`src/rtl/regfile_write_arbiter_pkg.sv`:
```
`default_nettype none
// ============================================================================
// Package     : regfile_write_arbiter_pkg
// Description : Shared widths, round-robin pointer encoding and the
//               write-request record for the register-file write arbiter.
// Revision    : 1.0  initial release
// ============================================================================
package regfile_write_arbiter_pkg;

  localparam int REGARB_DATA_W = 8;
  localparam int REGARB_ADDR_W = 3;
  localparam int REGARB_NREGS  = 8;

  // Round-robin pointer: which source wins a both-full, different-address contest
  typedef enum logic {
    PRIO_A = 1'b0,
    PRIO_B = 1'b1
  } prio_t;

  typedef struct packed {
    logic [REGARB_ADDR_W-1:0] addr;
    logic [REGARB_DATA_W-1:0] data;
  } wr_req_t;

endpackage
`default_nettype wire

```
`src/rtl/regfile_write_arbiter_slot.sv`:
```
`default_nettype none
// ============================================================================
// Module      : regarb_slot
// Description : One-entry holding buffer for a writeback source.
//   clk, Reset        clock / asynchronous active-low reset
//   load              capture in_addr/in_data (only asserted while ready)
//   in_addr, in_data  incoming write
//   older_present     the other buffer holds (or is taking) an older entry
//   grant             entry leaves for the output stage this edge
//   other_grant       the other buffer's entry leaves this edge
//   full, ready       occupancy; ready is a registered empty flag
//   addr, data        buffered write
//   younger           this entry arrived after the other buffer's entry
// Revision    : 1.0  initial release
// ============================================================================
module regarb_slot
  import regfile_write_arbiter_pkg::*;
#(
  parameter int DATA_W = REGARB_DATA_W,
  parameter int ADDR_W = REGARB_ADDR_W
) (
  input  logic              clk,
  input  logic              Reset,
  input  logic              load,
  input  logic [ADDR_W-1:0] in_addr,
  input  logic [DATA_W-1:0] in_data,
  input  logic              older_present,
  input  logic              grant,
  input  logic              other_grant,
  output logic              full,
  output logic              ready,
  output logic [ADDR_W-1:0] addr,
  output logic [DATA_W-1:0] data,
  output logic              younger
);

  // load and grant are mutually exclusive: load needs ready, grant needs full.
  always_ff @(posedge clk or negedge Reset) begin
    if (!Reset) begin
      full    <= 1'b0;
      ready   <= 1'b1;
      addr    <= '0;
      data    <= '0;
      younger <= 1'b0;
    end else if (load) begin
      full    <= 1'b1;
      ready   <= 1'b0;
      addr    <= in_addr;
      data    <= in_data;
      younger <= older_present;
    end else if (grant) begin
      full    <= 1'b0;
      ready   <= 1'b1;
      younger <= 1'b0;
    end else if (other_grant) begin
      // The older entry has retired, so this one is now the oldest.
      younger <= 1'b0;
    end
  end

endmodule
`default_nettype wire

```
`src/rtl/regfile_write_arbiter.sv`:
```
`default_nettype none
// ============================================================================
// Module      : regfile_write_arbiter
// Description : Shares the register file write port between source A (ALU)
//               and source B (load). Each source has a one-entry buffer;
//               grants are round-robin except same-address writes, which
//               retire oldest first. Exports a pending-write scoreboard.
//   clk, Reset                       clock / asynchronous active-low reset
//   a_valid/a_ready/a_addr/a_data    source A handshake and write
//   b_valid/b_ready/b_addr/b_data    source B handshake and write
//   RegWrite/Write_reg_num/Write_data  register file write port
//   pending                          per-register outstanding-write flags
// Configuration macro: REGARB_R0_PROTECT_EN -- writes to register 0 are
//   accepted and silently discarded.
// Revision    : 1.0  initial release
// ============================================================================
module regfile_write_arbiter
  import regfile_write_arbiter_pkg::*;
#(
  parameter int DATA_W = REGARB_DATA_W,
  parameter int ADDR_W = REGARB_ADDR_W,
  parameter int NREGS  = REGARB_NREGS
) (
  input  logic              clk,
  input  logic              Reset,
  input  logic              a_valid,
  output logic              a_ready,
  input  logic [ADDR_W-1:0] a_addr,
  input  logic [DATA_W-1:0] a_data,
  input  logic              b_valid,
  output logic              b_ready,
  input  logic [ADDR_W-1:0] b_addr,
  input  logic [DATA_W-1:0] b_data,
  output logic              RegWrite,
  output logic [ADDR_W-1:0] Write_reg_num,
  output logic [DATA_W-1:0] Write_data,
  output logic [NREGS-1:0]  pending
);

  logic              a_load, b_load;
  logic              a_full, b_full;
  logic [ADDR_W-1:0] a_buf_addr, b_buf_addr;
  logic [DATA_W-1:0] a_buf_data, b_buf_data;
  logic              a_younger, b_younger;
  logic              grant_a, grant_b;
  prio_t             ptr_q, ptr_d;

`ifdef REGARB_R0_PROTECT_EN
  // Handshake still completes for register 0; the write just never loads.
  assign a_load = a_valid & a_ready & (a_addr != '0);
  assign b_load = b_valid & b_ready & (b_addr != '0);
`else
  assign a_load = a_valid & a_ready;
  assign b_load = b_valid & b_ready;
`endif

  regarb_slot #(.DATA_W(DATA_W), .ADDR_W(ADDR_W)) u_slot_a (
    .clk           (clk),
    .Reset         (Reset),
    .load          (a_load),
    .in_addr       (a_addr),
    .in_data       (a_data),
    .older_present (b_full & ~grant_b),
    .grant         (grant_a),
    .other_grant   (grant_b),
    .full          (a_full),
    .ready         (a_ready),
    .addr          (a_buf_addr),
    .data          (a_buf_data),
    .younger       (a_younger)
  );

  // A accepted on the same edge counts as older than B.
  regarb_slot #(.DATA_W(DATA_W), .ADDR_W(ADDR_W)) u_slot_b (
    .clk           (clk),
    .Reset         (Reset),
    .load          (b_load),
    .in_addr       (b_addr),
    .in_data       (b_data),
    .older_present (a_load | (a_full & ~grant_a)),
    .grant         (grant_b),
    .other_grant   (grant_a),
    .full          (b_full),
    .ready         (b_ready),
    .addr          (b_buf_addr),
    .data          (b_buf_data),
    .younger       (b_younger)
  );

  // Arbitration and pointer next-state
  always_comb begin
    grant_a = a_full;
    ptr_d   = ptr_q;
    if (a_full && b_full) begin
      if (a_buf_addr == b_buf_addr) begin
        grant_a = ~a_younger;
      end else begin
        grant_a = (ptr_q == PRIO_A);
      end
      ptr_d = grant_a ? PRIO_B : PRIO_A;
    end
    grant_b = b_full & ~grant_a;
  end

  always_ff @(posedge clk or negedge Reset) begin
    if (!Reset) begin
      ptr_q <= PRIO_A;
    end else begin
      ptr_q <= ptr_d;
    end
  end

  // Output stage: the granted entry drives the write port for one cycle.
  always_ff @(posedge clk or negedge Reset) begin
    if (!Reset) begin
      RegWrite      <= 1'b0;
      Write_reg_num <= '0;
      Write_data    <= '0;
    end else begin
      RegWrite <= grant_a | grant_b;
      if (grant_a) begin
        Write_reg_num <= a_buf_addr;
        Write_data    <= a_buf_data;
      end else if (grant_b) begin
        Write_reg_num <= b_buf_addr;
        Write_data    <= b_buf_data;
      end
    end
  end

  // Scoreboard: decode the post-edge occupancy so pending is registered.
  logic              a_full_d, b_full_d;
  logic [ADDR_W-1:0] a_addr_d, b_addr_d, out_addr_d;
  logic [NREGS-1:0]  pending_d;

  assign a_full_d   = a_load | (a_full & ~grant_a);
  assign b_full_d   = b_load | (b_full & ~grant_b);
  assign a_addr_d   = a_load ? a_addr : a_buf_addr;
  assign b_addr_d   = b_load ? b_addr : b_buf_addr;
  assign out_addr_d = grant_a ? a_buf_addr : b_buf_addr;

  always_comb begin
    pending_d = '0;
    for (int i = 0; i < NREGS; i++) begin
      if ((a_full_d && (a_addr_d == ADDR_W'(i))) ||
          (b_full_d && (b_addr_d == ADDR_W'(i))) ||
          ((grant_a || grant_b) && (out_addr_d == ADDR_W'(i)))) begin
        pending_d[i] = 1'b1;
      end
    end
  end

  always_ff @(posedge clk or negedge Reset) begin
    if (!Reset) begin
      pending <= '0;
    end else begin
      pending <= pending_d;
    end
  end

endmodule
`default_nettype wire

```
`config.mk`:
```
export PLATFORM = sky130hd
export DESIGN_NAME = regfile_write_arbiter
export DESIGN_NICKNAME = d
export VERILOG_FILES = /design/src/rtl/regfile_write_arbiter_pkg.sv /design/src/rtl/regfile_write_arbiter_slot.sv /design/src/rtl/regfile_write_arbiter.sv
export SDC_FILE = /design/constraint.sdc
export NUM_CORES = 1
export LEC_CHECK = 0
export BUFFER_PORTS_ARGS = -buffer_cell sky130_fd_sc_hd__buf_2
export CAP_MARGIN = 20
export CORE_MARGIN = 10
export CORE_UTILIZATION = 55
export CTS_CLUSTER_SIZE = 8
export DETAILED_ROUTE_END_ITERATION = 16
export PLACE_DENSITY_LB_ADDON = 0.15
export SETUP_SLACK_MARGIN = 0.3
export SLEW_MARGIN = 10
export SYNTH_ARGS = -nofsm -noshare
export SYNTH_HDL_FRONTEND = slang
export SYNTH_SLANG_ARGS = --single-unit
```
`constraint.sdc`:
```
create_clock -name clk -period 2 [get_ports clk]
set_input_delay 0.4 -clock clk [delete_from_list [all_inputs] [get_ports clk]]
set_output_delay 0.4 -clock clk [all_outputs]
set_load 0.02 [all_outputs]
```
======== Word-level counts from Yosys, hierarchy flattened ========
Cells that the tools add are included.
word-level totals
  bits in registers ....................... 48
  input bits .............................. 26
  output and inout bits ................... 22
  logic and storage cells ................. 126
operators by class
  equality and inequality tests ........... 22
  muxes and demuxes ....................... 29
  bitwise logic cells ..................... 12
  reduce and logical (&&, ||, !) cells .... 49
operator list
  cell                                           number
  == test 3 bit, second input constant           12
  logical AND 1 bit                              25
  two-way mux 1 bit                              22
  == test 3 x 2 -> 1 bit, second input constant  6
  logical OR 1 bit                               17
  two-way mux 8 bit                              2
  two-way mux 3 bit                              5
  == test 3 x 1 -> 1 bit, second input constant  3
  zero test 3 bit                                3
  nonzero test 2 bit                             3
  bitwise AND 1 bit                              5
  NOT 1 bit                                      4
  == test 3 bit                                  1
  OR 1 bit                                       3
  nonzero test 3 bit                             1

======== Depth between registers and ports, before layout ========
  word-level depth ........................ 13
  mapped depth ............................ 6
  depth with buffers taken out ............ 5

======== Modules after synthesis ========
A second synthesis with hierarchy kept.
unflattened totals
  cells, all modules ...................... 231
  area total of the unflattened synthesis .. 2575.0 um^2
modules (own cells, without submodules)
  module                 instances  cells an instance  area each (um^2)  seq. area each (um^2)
  regfile_write_arbiter  1          163                1428.9            525.5
  regarb_slot            2          34                 573.0             351.6

======== Worst setup path after synthesis ========
No wires, ideal clock.
  path kind ............................... reg2reg
  start point ............................. register u_slot_a.ready
  end point ............................... register u_slot_a.addr[1]
  arrival time ............................ 1.668 ns
  required time ........................... 1.875 ns
  slack ................................... 0.207 ns
  stages on the path, launching flop included .. 5
  path buffers ............................ 2
  path through ............................ dfstp_2 -> and2_1 -> clkbuf_1 -> clkbuf_1 -> mux2_2
between the ends
  word-level cells in the longest chain between the ends .. 2
ends and longest elaborated chain
  item                    line                              text
  from (decl)             regfile_write_arbiter_slot.sv:31  output logic ready,
  from (signal assigned)  regfile_write_arbiter_slot.sv:41  ready <= 1'b1;
  from (signal assigned)  regfile_write_arbiter_slot.sv:47  ready <= 1'b0;
  from (signal assigned)  regfile_write_arbiter_slot.sv:53  ready <= 1'b1;
  bitwise AND 1 bit       regfile_write_arbiter.sv:53       assign a_load = a_valid & a_ready;
  two-way mux 3 bit       --
  named net a_addr_d[1]   regfile_write_arbiter.sv:133      logic [ADDR_W-1:0] a_addr_d, b_addr_d, out_addr_d;
  to (signal assigned)    regfile_write_arbiter_slot.sv:48  addr <= in_addr;
  to (decl)               regfile_write_arbiter_slot.sv:32  output logic [ADDR_W-1:0] addr,
The timed path passes the listed nets, and every way through them passes these cells.
A chain may end at the register's enable or synchronous reset.

======== Worst setup path after layout ========
  start point ............................. register u_slot_b.addr[1]
  end point ............................... register pending[3]
between the ends
  word-level cells in the longest chain between the ends .. 13
  elaborated cells between the ends (all ways) .. 22
  classes of those cells .................. eq/ne (3); mux (6); bitwise (7); reduce/logical (6)
ends and longest elaborated chain
  item                             line                                                        text
  from (decl)                      regfile_write_arbiter_slot.sv:32
  from (signal assigned)           regfile_write_arbiter_slot.sv:48
  == test 3 bit                    regfile_write_arbiter.sv:95                                 if (a_buf_addr == b_buf_addr) begin
  two-way mux 1 bit                regfile_write_arbiter.sv:95
  two-way mux 1 bit (2 in series)  regfile_write_arbiter.sv:94                                 if (a_full && b_full) begin
  NOT 1 bit                        regfile_write_arbiter.sv:102, regfile_write_arbiter.sv:136
  bitwise AND 1 bit                regfile_write_arbiter.sv:102                                grant_b = b_full & ~grant_a;
  NOT 1 bit                        regfile_write_arbiter.sv:137                                assign b_full_d = b_load | (b_full & ~grant_b);
  bitwise AND 1 bit                regfile_write_arbiter.sv:137
  OR 1 bit                         regfile_write_arbiter.sv:137
  logical AND 1 bit                regfile_write_arbiter.sv:146                                (b_full_d && (b_addr_d == ADDR_W'(i))) ||
  logical OR 1 bit                 regfile_write_arbiter.sv:145                                if ((a_full_d && (a_addr_d == ADDR_W'(i))) ||
  logical OR 1 bit *               regfile_write_arbiter.sv:146
  two-way mux 1 bit *              regfile_write_arbiter.sv:145
  named net pending_d[3]           regfile_write_arbiter.sv:134                                logic [NREGS-1:0] pending_d;
  to (signal assigned)             regfile_write_arbiter.sv:157                                pending <= pending_d;
  to (decl)                        regfile_write_arbiter.sv:37                                 output logic [NREGS-1:0] pending
Mark *: on every way through the listed nets, which the timed path passes. The rest lies on a longest branch. The select of a mux whose other input is x is not followed.

==> results.txt <==
The flow ran to the end, and the final reports show no timing, DRC or antenna violations. The largest delay contributor family on the critical path is simple AND/OR/NAND/NOR gates. The number of buffers created by CTS came out at 5. The number of warnings printed during yosys synthesis came out at 0. Counting along the longest clock path gives a buffer depth of 2. The die span in x is ~88 um. The first global-routing pass estimated 12.79 mm of wire. The synthesized area per cell is 10.31 sq um. The capturing element type of the critical path is a flip-flop. The number of hold violations in the final report was 0. The complex-gate fraction of the synthesized area is 14.75%. The post-detailed-routing wire length is 9.426 mm. The remaining routing DRC violations is 0. The number of synthesized register bits came out at 48.

The area inside the core boundary is about 4400 sq um. The library cell used most frequently in the layout, excluding fill and tap cells, is buf_2. The part of the Yosys area used for sequential elements is 46.68%. The pre-CTS setup slack came out at -47.98 ps. The effective utilization at floorplan is around 58%. The vertical extent of the die came out at 88.48 um. The die footprint came out at around 7800 sq um.

Summed over all layers, the global routing overflow is 0. The finished layout holds around 380 standard cells, fillers aside. The number of I/O pins is 48. The flip-flop and latch area is 1212 sq um. Traced cell by cell, the critical path runs through xor2_4 > o41ai_4 > or4b_4 > nand4_1.

The CTS clock-pin slew for the worst setup and hold paths came out at 100 ps. The floorplan row count is 24. For this run, the leading register cell type out of synthesis is dfrtp_1.

The routed wire length per instance came out at 24.55 um. TritonCTS built the clock tree. After routing the design area is 3691 sq um. The area used by multi-input combinational logic came out at around 1600 sq um. The total standard cell area after synthesis came out at 2579 sq um.

Tracing the worst setup path back leads to its startpoint at u_slot_b.addr[1]$_DFF_PN0_. The cell sitting at the root of the clock tree is a clkbuf_8. The cell area after placement is 2934 sq um. The count of clock tree sinks came out at 48. The tightest min-delay check is of the input port to async pin type. The leakage component of the power came out at 1.595 nW.

The via count of the first global-routing pass came out at 2471. The post-detailed-placement half-perimeter wirelength came out at 5.005 mm. Summing the areas of all xor and xnor instances in the mapped netlist gives under 10% of the synthesized area. Entering global routing, the biggest net connects between 40 and 50 pins. The number of nets in the layout came out at 357. The synthesized instance count is between 200 and 300.

The synthesized net count came out at 276. The setup path with the least slack is of type flip-flop to flip-flop. The combined global-route utilization of all metal layers is 21.22%. By area, the combinational part of the netlist is dominated by simple AND/OR/NAND/NOR gates. Setup repair after global routing could not meet its margin everywhere.

After Yosys synthesis, and, or, nand and nor cells account for between 20% and 30% of the synthesized area. By area the synthesized netlist is led by dfrtp_1, nand2_1, mux2_2. The weighted congestion at the end of routability-driven global placement came out at 0.8898. The origin of the critical flop-to-flop path is u_slot_b.addr[1]$_DFF_PN0_. The worst voltage drop across the vdd grid came out at about 0.0011 V. The arithmetic-cell share of the synthesized area counting full adders, half adders and majority gates is 0%. Data on the critical path arrives at its endpoint at 2140 ps. For this run, the slowest stage of the critical path takes 570 ps. The count of antenna diodes in the layout is 0. The instance count after placement with tap cells included is around 350. The share of synthesized flip-flops with an asynchronous set or reset came out at 100.0%. In this run, post-CTS hold repair placed 0 buffers. The power per cell area came out at approximately 1700 nW/um^2.

The source-to-sink clock delay at the later pin of the worst-skew pair came out at ~320 ps. The detail-routed via count per cell is 6.753. The number of different library cells in the post-synthesis netlist came out at 41. STA classifies the critical path startpoint as a flip-flop. The initial antenna violation count is 0.

The final period utilization is ~95%. The layout-stage area growth over the synthesis result is 43.13%. The headroom to the max-slew limit came out at 59.64%. For this design, the slowest cell found on the critical path is or4b_4. The share of the core filled with cells in the final layout is 83.05%. The data required time at the worst endpoint is 2250 ps. Yosys mapped a number of flops with a built-in enable equal to 0.

Max-cap violations in this run came to 0. The number of vias in the routed layout came out at 2593. The sum of buffers and inverters on the critical path came out at 0. The number of violations reported at the end of detailed-routing iteration 0 is slightly below 300. Hold timing on the final database bottoms out at a slack of 164.5 ps. The library cells used most frequently in the layout, excluding fill and tap cells, are buf_2, dfrtp_1, nand2_1.

The final critical-path setup slack is between 100 and 150 ps. The multiplexer share of the synthesized area is a little over a tenth. Derived from the worst setup path, the maximum achievable clock frequency is 0.5291 GHz. Setup violations remaining at the end of the flow were counted as 0.

The final count of pins violating max slew is 0. The clock arrives with between 5 and 6 ps of skew. The remaining antenna violation count after routing is 0.

The shortest period the worst path allows came out at 1890 ps. The number of input and output port buffers inserted came out at 47. The layout cell share with drive strength beyond 1 is roughly half.

The maximum fanout along the worst path is 7. The final-layout fill cell count is about 220. The deepest level of the CTS H-tree is 2. The first-pass iteration count of the detailed router came out at 6.

At the pin with the least slew margin, the transition time is roughly 610 ps. The share of the synthesized area in the top cell type came out at 44.64%. The biggest area contributor in the post-synthesis netlist is dfrtp_1.
[flip-flops by register name, indices dropped and copies added (netlist names)]
| register | cells |
|---|---|
| u_slot_b.data | 8 |
| u_slot_b.full | 1 |
| u_slot_a.full | 1 |
| u_slot_a.data | 8 |
| u_slot_a.addr | 3 |
| Write_data | 8 |
| u_slot_b.addr | 3 |
| u_slot_a.younger | 1 |
| u_slot_b.ready | 1 |
| Write_reg_num | 3 |
| u_slot_a.ready | 1 |
| ptr_q | 1 |
| RegWrite | 1 |
| pending | 8 |
[Yosys cell counts (4+ instances only)]
cell,number
dfrtp_1,46
nand2_1,40
nand3_1,17
o21ai_0,16
mux2_2,13
mux2i_1,13
nand4_1,13
clkbuf_1,10
nor2_1,8
o211ai_1,8
o311ai_0,8
inv_1,5
nand2b_1,4
nand4b_1,4
[stage by stage]
| stage | TNS (ps) | total power, mW |
|---|---|---|
| 2_1_floorplan | 0 | 3.151 |
| 3_3_place_gp | 0 | 3.727 |
| 3_5_place_dp | -121.1 | 3.788 |
| 4_1_cts | 0 | 5.185 |
| 5_1_grt | 0 | 6.481 |
| 6_report | 0 | 6.249 |
[what timing repair did]
| action | CTS | global route |
|---|---|---|
| endpoints found under the setup margin | 22 | 23 |
| pin swaps | 11 | 30 |
| resized for setup | 30 | 58 |
| setup buffers | 12 | 14 |
| cloned | 2 | 1 |
[final timing paths]
kind                                                     end  slack (ps)  depth (start not counted)
worst min register to register  u_slot_b.data[5]$_DFFE_PN0N_         490                          2
max in group asynchronous         u_slot_b.addr[0]$_DFF_PN0_        1390                          2
worst max-delay path                    pending[3]$_DFF_PN0_         110                          4
worst max register to register          pending[3]$_DFF_PN0_         110                          4
min in group clk                u_slot_b.data[5]$_DFFE_PN0N_         260                          3
worst min-delay path                    pending[6]$_DFF_PN0_         160                          2
[area by class of cell]
type	instances	area share, %
Clock buffer	6	2.237
Clock inverter	2	1.051
Timing Repair Buffer	87	17.19
Inverter	5	0.5085
Sequential cell	48	32.85
Tap cell	52	1.763
Multi-Input combinational cell	184	44.41
[where the power goes]
part,switching (mW),internal (mW)
clock network,0.366,0.410
registers,0.390,1.39
logic,2.11,1.58
total,2.87,3.38
[cell families after synthesis]
group,count (synthesis)
flip-flops,48
multiplexers,26
AO/OA/AOI/OAI,47
AND/OR/NAND/NOR,103
XOR/XNOR,6
buffers and inverters,20
[routing by layer]
layer	up-vias	global-route usage, %	wire [um]
li1	1093	-	-
met1	1255	24.73	3455
met2	187	35.57	4599
met3	58	5.239	804
met4	0	10.87	568
met5	-	0	0
Note: power is estimated with default switching activity, not from simulation.
